`src/rtl/seg_ctrl_pkg.sv`:
```
// ----------------------------------------------------------------------------
// seg_ctrl_pkg
//   Shared definitions for the display-sharing blocks.
//   - seg_state_e   : controller state encoding (IDLE / SHOW / GAP)
//   - SEG_OFF       : all-segments-off pattern for the downstream blanking mux
//   - seg_cnt_width : width of a down-counter that must hold dwell-1 and gap-1
// ----------------------------------------------------------------------------
package seg_ctrl_pkg;

    typedef enum logic [1:0] {
        ST_IDLE = 2'd0,
        ST_SHOW = 2'd1,
        ST_GAP  = 2'd2
    } seg_state_e;

    // Active-low segments: every segment dark.
    localparam logic [6:0] SEG_OFF = 7'b1111111;

    // Width that holds max(dwell, blank) without truncation.
    function automatic int seg_cnt_width(input int dwell, input int blank);
        int biggest;
        biggest = (dwell > blank) ? dwell : blank;
        return $clog2(biggest + 1);
    endfunction

endpackage

```
`src/rtl/seg_rr_pick.sv`:
```
// ----------------------------------------------------------------------------
// seg_rr_pick
//   Combinational round-robin picker: returns the first set request at or
//   after rrPtr, wrapping from N_REQ-1 back to 0 (works for any N_REQ >= 2,
//   power of two or not).
// Ports
//   req      in  N_REQ  request vector
//   rrPtr    in  ID_W   highest-priority index this round (must be < N_REQ)
//   anyReq   out 1      at least one request is set
//   winnerId out ID_W   chosen index (0 when anyReq is low)
// ----------------------------------------------------------------------------
module seg_rr_pick #(
    parameter int N_REQ = 4,
    parameter int ID_W  = $clog2(N_REQ)
) (
    input  logic [N_REQ-1:0] req,
    input  logic [ID_W-1:0]  rrPtr,
    output logic             anyReq,
    output logic [ID_W-1:0]  winnerId
);

    // One extra bit so base+offset never overflows before the wrap.
    localparam int SUM_W = ID_W + 1;

    // (base + off) mod N_REQ; base and off are both < N_REQ so one subtract suffices.
    function automatic logic [ID_W-1:0] wrap_add(input logic [ID_W-1:0] base, input int off);
        logic [SUM_W-1:0] sum;
        sum = {1'b0, base} + SUM_W'(off);
        if (sum >= SUM_W'(N_REQ)) begin
            sum = sum - SUM_W'(N_REQ);
        end else begin
            sum = sum;
        end
        return sum[ID_W-1:0];
    endfunction

    // Scan from the farthest offset down so the nearest set request is written last and wins.
    always_comb begin
        logic [ID_W-1:0] idx_s;
        anyReq   = 1'b0;
        winnerId = '0;
        idx_s    = '0;
        for (int off = N_REQ - 1; off >= 0; off--) begin
            idx_s = wrap_add(rrPtr, off);
            if (req[idx_s]) begin
                anyReq   = 1'b1;
                winnerId = idx_s;
            end else begin
                anyReq   = anyReq;
            end
        end
    end

endmodule

```
`src/rtl/seg_display_arbiter.sv`:
```
// ----------------------------------------------------------------------------
// seg_display_arbiter
//   Shares one two-digit hex display between N_REQ requesters. The winner of a
//   round-robin pick is shown for DWELL_CYCLES clocks (longer while hold is
//   high), then the display goes dark for BLANK_CYCLES clocks before the next
//   pick. An owner that drops its request leaves immediately. All outputs are
//   registered.
// Ports
//   clk        in  1        system clock, rising edge
//   rst_n      in  1        asynchronous active-low reset
//   req        in  N_REQ    per-requester display request (level)
//   reqData    in  8*N_REQ  byte i is requester i's value
//   hold       in  1        keep the current owner past its dwell time
//   grant      out N_REQ    one-hot current owner, zero when none
//   activeId   out ID_W     current owner, or last owner when grant is zero
//   dispValue  out 8        value for the hex decoder
//   dispBlank  out 1        1 = display dark
// ----------------------------------------------------------------------------
module seg_display_arbiter
    import seg_ctrl_pkg::*;
#(
    parameter int N_REQ        = 4,
    parameter int DWELL_CYCLES = 50_000_000,
    parameter int BLANK_CYCLES = 5_000_000
) (
    input  logic                 clk,
    input  logic                 rst_n,
    input  logic [N_REQ-1:0]     req,
    input  logic [8*N_REQ-1:0]   reqData,
    input  logic                 hold,
    output logic [N_REQ-1:0]     grant,
    output logic [$clog2(N_REQ)-1:0] activeId,
    output logic [7:0]           dispValue,
    output logic                 dispBlank
);

    localparam int ID_W  = $clog2(N_REQ);
    localparam int CNT_W = seg_cnt_width(DWELL_CYCLES, BLANK_CYCLES);

    localparam bit               HAS_GAP    = (BLANK_CYCLES > 0);
    localparam logic [CNT_W-1:0] DWELL_LOAD = CNT_W'(DWELL_CYCLES - 1);
    localparam logic [CNT_W-1:0] GAP_LOAD   = CNT_W'((BLANK_CYCLES > 0) ? BLANK_CYCLES - 1 : 0);
    localparam logic [CNT_W-1:0] CNT_ONE    = {{(CNT_W-1){1'b0}}, 1'b1};
    localparam logic [ID_W-1:0]  LAST_ID    = ID_W'(N_REQ - 1);
    localparam logic [ID_W-1:0]  ID_ONE     = {{(ID_W-1){1'b0}}, 1'b1};
    localparam logic [N_REQ-1:0] GRANT_ONE  = {{(N_REQ-1){1'b0}}, 1'b1};

    seg_state_e              state_q, state_d;
    logic [CNT_W-1:0]        cnt_q, cnt_d;
    logic [ID_W-1:0]         rr_ptr_q, rr_ptr_d;
    logic [N_REQ-1:0]        grant_q, grant_d;
    logic [ID_W-1:0]         active_id_q, active_id_d;
    logic [7:0]              disp_value_q, disp_value_d;
    logic                    disp_blank_q, disp_blank_d;

    logic [N_REQ-1:0][7:0]   req_bytes_s;
    logic [ID_W-1:0]         owner_next_s;
    logic [ID_W-1:0]         pick_ptr_s;
    logic [ID_W-1:0]         winner_s;
    logic                    any_req_s;
    logic                    owner_drop_s;
    logic                    dwell_done_s;
    logic                    take_s;

    assign req_bytes_s  = reqData;
    assign owner_drop_s = ~req[active_id_q];
    assign dwell_done_s = (cnt_q == '0) && ~hold;

    // Index after the current owner, wrapping at N_REQ.
    assign owner_next_s = (active_id_q == LAST_ID) ? '0 : active_id_q + ID_ONE;

    // While showing, a gapless hand-over must already see the advanced pointer.
    assign pick_ptr_s = (state_q == ST_SHOW) ? owner_next_s : rr_ptr_q;

    seg_rr_pick #(
        .N_REQ (N_REQ),
        .ID_W  (ID_W)
    ) u_pick (
        .req      (req),
        .rrPtr    (pick_ptr_s),
        .anyReq   (any_req_s),
        .winnerId (winner_s)
    );

    // State, counter, pointer and output registers.
    always_ff @(posedge clk or negedge rst_n) begin
        if (!rst_n) begin
            state_q      <= ST_IDLE;
            cnt_q        <= '0;
            rr_ptr_q     <= '0;
            grant_q      <= '0;
            active_id_q  <= '0;
            disp_value_q <= 8'h00;
            disp_blank_q <= 1'b1;
        end else begin
            state_q      <= state_d;
            cnt_q        <= cnt_d;
            rr_ptr_q     <= rr_ptr_d;
            grant_q      <= grant_d;
            active_id_q  <= active_id_d;
            disp_value_q <= disp_value_d;
            disp_blank_q <= disp_blank_d;
        end
    end

    // Next state, counter and round-robin pointer; take_s flags a fresh grant.
    always_comb begin
        state_d  = state_q;
        cnt_d    = cnt_q;
        rr_ptr_d = rr_ptr_q;
        take_s   = 1'b0;
        case (state_q)
            ST_IDLE: begin
                if (any_req_s) begin
                    state_d = ST_SHOW;
                    cnt_d   = DWELL_LOAD;
                    take_s  = 1'b1;
                end else begin
                    state_d = ST_IDLE;
                end
            end
            ST_SHOW: begin
                // A dropped request overrides hold; hold only stretches an expired dwell.
                if (owner_drop_s || dwell_done_s) begin
                    rr_ptr_d = owner_next_s;
                    if (HAS_GAP) begin
                        state_d = ST_GAP;
                        cnt_d   = GAP_LOAD;
                    end else if (any_req_s) begin
                        state_d = ST_SHOW;
                        cnt_d   = DWELL_LOAD;
                        take_s  = 1'b1;
                    end else begin
                        state_d = ST_IDLE;
                    end
                end else if (cnt_q != '0) begin
                    cnt_d = cnt_q - CNT_ONE;
                end else begin
                    cnt_d = cnt_q;
                end
            end
            ST_GAP: begin
                if (cnt_q == '0) begin
                    if (any_req_s) begin
                        state_d = ST_SHOW;
                        cnt_d   = DWELL_LOAD;
                        take_s  = 1'b1;
                    end else begin
                        state_d = ST_IDLE;
                    end
                end else begin
                    cnt_d = cnt_q - CNT_ONE;
                end
            end
            default: begin
                state_d = ST_IDLE;
                cnt_d   = '0;
            end
        endcase
    end

    // Next values of the registered outputs.
    always_comb begin
        grant_d      = grant_q;
        active_id_d  = active_id_q;
        disp_value_d = disp_value_q;
        disp_blank_d = disp_blank_q;
        if (take_s) begin
            grant_d      = GRANT_ONE << winner_s;
            active_id_d  = winner_s;
            disp_value_d = req_bytes_s[winner_s];
            disp_blank_d = 1'b0;
        end else if (state_d == ST_SHOW) begin
            // Live tracking of the owner's byte, one clock behind reqData.
            disp_value_d = req_bytes_s[active_id_q];
        end else begin
            // Leaving or outside SHOW: dark display, value frozen, last owner kept.
            grant_d      = '0;
            disp_blank_d = 1'b1;
        end
    end

    assign grant     = grant_q;
    assign activeId  = active_id_q;
    assign dispValue = disp_value_q;
    assign dispBlank = disp_blank_q;

endmodule

```
`config.mk`:
```
export PLATFORM = sky130hd
export DESIGN_NAME = seg_display_arbiter
export DESIGN_NICKNAME = d
export VERILOG_FILES = /design/src/rtl/seg_ctrl_pkg.sv /design/src/rtl/seg_rr_pick.sv /design/src/rtl/seg_display_arbiter.sv
export SDC_FILE = /design/constraint.sdc
export NUM_CORES = 1
export LEC_CHECK = 0
export CAP_MARGIN = 20
export CORE_UTILIZATION = 60
export DETAILED_ROUTE_END_ITERATION = 10
export DONT_BUFFER_PORTS = 1
export MAX_ROUTING_LAYER = met4
export PLACE_DENSITY = 0.76
export SLEW_MARGIN = 20
export SYNTH_ARGS = -nofsm -noshare
export SYNTH_HDL_FRONTEND = slang
export SYNTH_SLANG_ARGS = --single-unit
export TNS_END_PERCENT = 30
```
`constraint.sdc`:
```
create_clock -name clk -period 3.98 [get_ports clk]
set_input_delay 0.597 -clock clk [delete_from_list [all_inputs] [get_ports clk]]
set_output_delay 0.597 -clock clk [all_outputs]
set_load 0.02 [all_outputs]
```
# After elaboration in Yosys (flattened, before gate mapping)
# Index checks and enable logic that the tools add are counted.
totals:
  regBits: 45
  latchBits: 0
  mem_bits_rw: 0
  romBits: 0
  input_bits: 39
  out_inout_bits: 15
  word_cells: 88
  n_memories: 0
op_classes:
  n_addsub: 9
  mul: 0
  n_div: 0
  order_cmp: 10
  eq_ne: 6
  shift: 1
  n_mux: 46
  bitwise: 2
  reduce_logical: 7
ops:
  columns: ["op", "n"]
  rows:
  - ["$mux 26", 4]
  - ["$pmux 26 s3", 1]
  - ["$bmux 8 s2", 2]
  - ["$mux 8", 4]
  - ["$logic_not 26->1", 1]
  - ["$reduce_bool 26->1", 1]
  - ["$sub 26x1->26 const B", 1]
  - ["$mux 2", 12]
  - ["$lt 2x3->1 const B", 6]
  - ["$mux 1", 14]
  - ["$bmux 1 s2", 5]
  - ["$ge 3x3->1 const B", 3]
  - ["$mux 4", 2]
  - ["$sub 2x1->2 const B", 4]
  - ["$add 2x2->3 const B", 2]
  - ["$pmux 2 s3", 1]
  - ["$eq 2x1->1 const B", 2]
  - ["$eq 2x2->1 const B", 2]
  - ["$shl 1x2->4 const A", 1]
  - ["$add 2x1->3 const B", 1]
  - ["$ge 2x3->1 const B", 1]
  - ["$ne 3x1->1 const B", 1]
  - ["$add 2x1->2 const B", 1]
  - ["$logic_not 2->1", 1]
  - ["other kinds (7)", 8]

# Depth between registers and ports, before layout
depth:
  word_depth: 18
  ltp_mapped: 9
  mapped_depth_nobuf: 8

# Modules after synthesis
# From an unflattened synthesis, not the netlist that was laid out.
unflattened:
  hier_cells: 351
  area_unflattened_um2: 3362.0
modules_own_cells:
  columns: ["mod", "n_inst", "cells_per_inst", "area_each_um2", "seq_area_each_um2"]
  rows:
  - ["seg_display_arbiter", 1, 338, 3284.4, 1127.3]
  - ["seg_rr_pick", 1, 13, 77.6, 0.0]

# Least setup slack after synthesis
# OpenSTA, ideal clock, no wires.
synth_timing:
  kind: "register to register"
  startpoint: "reg active_id_q[0] (netlist: activeId[0])"
  endpoint: "reg disp_value_q[0] (netlist: dispValue[0])"
  setup_ps: 139
  arrival_time_ps: 2004
  t_required_ps: 3841
  setup_slack_ps: 1837
  path_stages_with_launch: 8
  period_less_slack_ps: 2143
  path_cell_list: "dfrtp_1 ha_1 nand4bb_1 o32a_1 o21ai_0 a21o_1 a2111oi_0 nor4_1"
synth_via:
  elab_chain_cells: 17
  word_cells_on_any_way: 54
  classes_between: "add/sub (8); order compare (4); eq/ne (2); mux (37); bitwise (1); reduce/logical (2)"
synth_rtl:
  columns: ["element", "line", "source"]
  rows:
  - ["start, declared", "seg_display_arbiter.sv:52", "logic [ID_W-1:0] active_id_q, active_id_d;"]
  - ["start signal, assigned", "seg_display_arbiter.sv:100", "active_id_q <= active_id_d;"]
  - ["$add 2x1->2 / $eq 2x2->1 (equally long branches)", "seg_display_arbiter.sv:70", "assign owner_next_s = (active_id_q == LAST_ID) ? '0 : active_id_q + ID_ONE;"]
  - ["$mux 2 *", "seg_display_arbiter.sv:70", null]
  - ["named net owner_next_s[1]", "seg_display_arbiter.sv:57", "logic [ID_W-1:0] owner_next_s;"]
  - ["$mux 2 *", "seg_display_arbiter.sv:73", "assign pick_ptr_s = (state_q == ST_SHOW) ? owner_next_s : rr_ptr_q;"]
  - ["$add 2x2->3", "seg_rr_pick.sv:28", "sum = {1'b0, base} + SUM_W'(off);"]
  - ["$ge 3x3->1 / $sub 2x1->2 (equally long branches)", "seg_rr_pick.sv:29, seg_rr_pick.sv:30", null]
  - ["$mux 2", "seg_rr_pick.sv:29", "if (sum >= SUM_W'(N_REQ)) begin"]
  - ["$bmux 1 s2", "seg_rr_pick.sv:45", "if (req[idx_s]) begin"]
  - ["$mux 1 (not written as such)", "seg_rr_pick.sv:45", null]
  - ["$mux 1 (4 in a row)", "seg_rr_pick.sv:45", null]
  - ["$mux 1", "seg_display_arbiter.sv:114, seg_display_arbiter.sv:144", null]
  - ["$mux 2", "seg_display_arbiter.sv:143", "if (cnt_q == '0) begin"]
  - ["$pmux 2 s3", "seg_display_arbiter.sv:112", "case (state_q)"]
  - ["$eq 2x1->1", "seg_display_arbiter.sv:173", "end else if (state_d == ST_SHOW) begin"]
  - ["$reduce_bool 2->1 (no line)", null, null]
  - ["end signal, assigned", "seg_display_arbiter.sv:101", "disp_value_q <= disp_value_d;"]
  - ["end, declared", "seg_display_arbiter.sv:53", "logic [7:0] disp_value_q, disp_value_d;"]
# Mark *: on every way through the listed nets, which the timed path passes. The rest lies on a longest branch. The select of a mux whose other input is x is not followed.
# A chain may end at the register's enable or synchronous reset.

# Worst setup path after layout
layout_timing:
  startpoint: "reg active_id_q[0] (netlist: activeId[0])"
  endpoint: "reg disp_value_q[6] (netlist: dispValue[6])"
# Same word-level chain as after synthesis.

==> results.toml <==
[run_status]
outcome = "finished, final reports clean"

[route]
final_antenna_net_count = 0
topRoutingLayerUsed = "met4"
wl_met1_um = 3752
drc = 0
drtIter0Drc = 323
dr.pass1.iters = 5
totalWireLength_um = 9305
wl_met3_um = 744
via_per_inst = 7.231
avgRoutedWirePerCell_um = 21.24
met2_wirelength_um = 4598
vias = 3167

[clocking]
clock_latency_ns = 0.31
clockBufferDepth = 2
root_buffer = "clkbuf_8"
cts-buffers-inserted = 5
cts_resized = 0
path_clk_slew_ns = 0.09
cts_sinks = 45
cts_tree = "built"
cts_max_level = 2

[critical_path]
crit_fanout = 28
path_buf_inv = 0
worst_path_dominant_cell_family = "compound AO/OA/AOI/OAI gates"
reg2reg_from = "activeId[0]"
endpoint_kind = "register"
crit_start = "activeId[0]"
crit_path_start_kind = "register"
cp_slowest_cell = "dfrtp_1"
worstPathArrival_ns = 3.34
critical_path_required_ns = 4.16
critPathKind = "reg2reg"
path_cells = "ha_1 > nand3b_1 > o211ai_2 > a32oi_4 > nand2_4 > a2111oi_0 > nor4_1"
slowest_delay_ns = 0.90

[placement]
dpl.hpwl_um = 6681
place.gp.congestion = 0.8688
io_buffers = 0

[floorplan]
chipWidth_um = 78.10
die_area_um2 = 6100
die_y_um = 78.10
initial_core_util = 0.6271
rows = 27
io-pin-count = 54
placeableCoreArea_um2 = 5540

[synth]
synth_xor_area_frac = 0
postSynthCellCount = 373
yosys_warnings = 0
yosysTopAreaCellShare = 0.3169
synth_nets = 415
yosysSeqAreaShare = 0.3245
async_reset_ff_frac = 1.000
synth-simple-area-share = 0.2647
ys_ff_latch = 45
syn_area_per_cell_um2 = 9.315
synth_area_leaders = "dfrtp_1 (32%), mux4_2 (5.8%), and3_1 (3.2%), nor2_1 (3.2%), o21ai_0 (3.0%)"
netlist_area_um2 = 3475
synthAdderAreaFrac = 0.01368
synth.largest_area_cell = "dfrtp_1"
synth_edf_count = 0
synth_flop_cell = "dfrtp_1"
synth_top_family_by_area = "compound AO/OA/AOI/OAI gates"
muxShareOfSynthArea = 0.06770
synth_compound_area_frac = 0.2852
ys_types = 78

[final_layout]
nets = 407
drive_gt1_frac = 0.1475
diodes = 0
final_cell_mix = "dfrtp_1 (44), nor2_1 (30), nand2_1 (25)"
final_common_cell = "dfrtp_1"
syn2layout_area_growth_pct = 3.277
fillers = 483

[power]
p_leak_nw = 1.375
peakVddDrop_mv = 0.4358
power_mw = 2.996
power_density_nw_per_um2 = 834.9

[sta]
slew_viol_final = 0
finalClockSkew_ns = 0.006868
finalSetupViolCount = 0
final.min_clock_period_ns = 3.166
rsz0062_at_grt = "no"
max_slew_margin = 0.3458
hold_viol = 0
worst_pin_slew_ns = 0.9759
tns_ns = 0
fmax_ghz = 0.3159
final.period_utilization = 0.7954

[global_routing]
grt_max_degree = 45
grt_pass1_wl_um = 14960
grt_pass1_vias = 3089
antenna_found_initial = 0
track_usage = 0.3267
grt-ovfl-total = 0

[hold_path]
hold_class = "in2async"

[job]
drv_cap = 0
## power by group
| group | switching, mW | internal, mW | total (mW) |
|---|---|---|---|
| Combinational | 1.01 | 0.671 | 1.68 |
| Clock | 0.170 | 0.122 | 0.291 |
| Sequential | 0.359 | 0.670 | 1.03 |
## Yosys cell counts (3+ instances only)
library cell and count:
nand2b_1 6, a31oi_1 10, buf_2 5, a21oi_1 19, mux4_2 9, ha_1 3, nand4b_1 3, o21ai_1 10
a22oi_1 5, nand3_1 14, o221ai_1 3, buf_6 3, o31a_1 3, a21boi_0 10, a2111oi_0 6, buf_4 3
inv_1 11, nor2b_1 3, a21o_1 5, o211ai_1 7, and3_1 18, nand3b_1 3, nor4_1 4, clkbuf_1 7
o311ai_0 3, a22o_1 7, nor3_1 13, dfrtp_1 44, nor2_1 30, nand2_1 25, o21ai_0 21
## path summary, 6_finish.rpt
kind	end	slack, ns	cells after the start
max in group asynchronous	cnt_q[15]	3.66	1
worst min register to register	cnt_q[10]	0.55	1
worst max register to register	dispValue[6]	0.81	7
min in group clk	cnt_q[10]	0.55	1
worst max-delay path	dispValue[6]	0.81	7
worst min-delay path	cnt_q[2]	0.12	1
## layer usage
metal,track usage,vias to the layer above
met1,0.4051,1533
met5,-,-
met2,0.5202,170
met3,0.05814,22
li1,-,1442
met4,0.1537,0
## flip-flops by register name, indices dropped and copies added, names as in the netlist
signal / flops
activeId: 2
cnt_q: 26
dispBlank: 1
dispValue: 8
grant: 4
rr_ptr_q: 2
state_q: 2
## stage by stage
stage               hold WS [ns]  instances  setup WS (ns)  utilization  cell area, um^2
CTS                       0.1196        438         0.7940       0.6477             3588
finish                    0.1156        438         0.8144       0.6477             3588
detailed placement        0.3029        429         0.7949       0.6271             3475
global placement          0.3029        429         0.9208       0.6271             3475
floorplan                 0.3014        373          1.837            -             3475
global route              0.1066        438         0.5453       0.6477             3588
## worst reg2reg max path, stage by stage, from the launching register on
cell	delay, ns
dfrtp_1	0.90
ha_1	0.42
nand3b_1	0.15
o211ai_2	0.13
a32oi_4	0.61
nand2_4	0.16
a2111oi_0	0.55
nor4_1	0.11
## cells by family after synthesis
group,Yosys count
AO/OA/AOI/OAI,132
adder cells (fa/ha/maj),4
buffers and inverters,30
flip-flops,45
multiplexers,12
AND/OR/NAND/NOR,150
## area by class of cell
type | count | area [um^2] | area share
Multi-Input combinational cell | 298 | 2193 | 0.6112
Sequential cell | 45 | 1127 | 0.3142
Tap cell | 72 | 90.09 | 0.02510
Clock buffer | 5 | 68.82 | 0.01918
Timing Repair Buffer | 4 | 50.05 | 0.01395
Inverter | 11 | 41.29 | 0.01151
Clock inverter | 3 | 17.52 | 0.004881
## repair_timing
item                                   in CTS  in global routing
setup buffers                               0                  0
hold buffers                                1                  0
endpoints found under the hold margin      44                  0
Power figures use the tool's default switching activity.
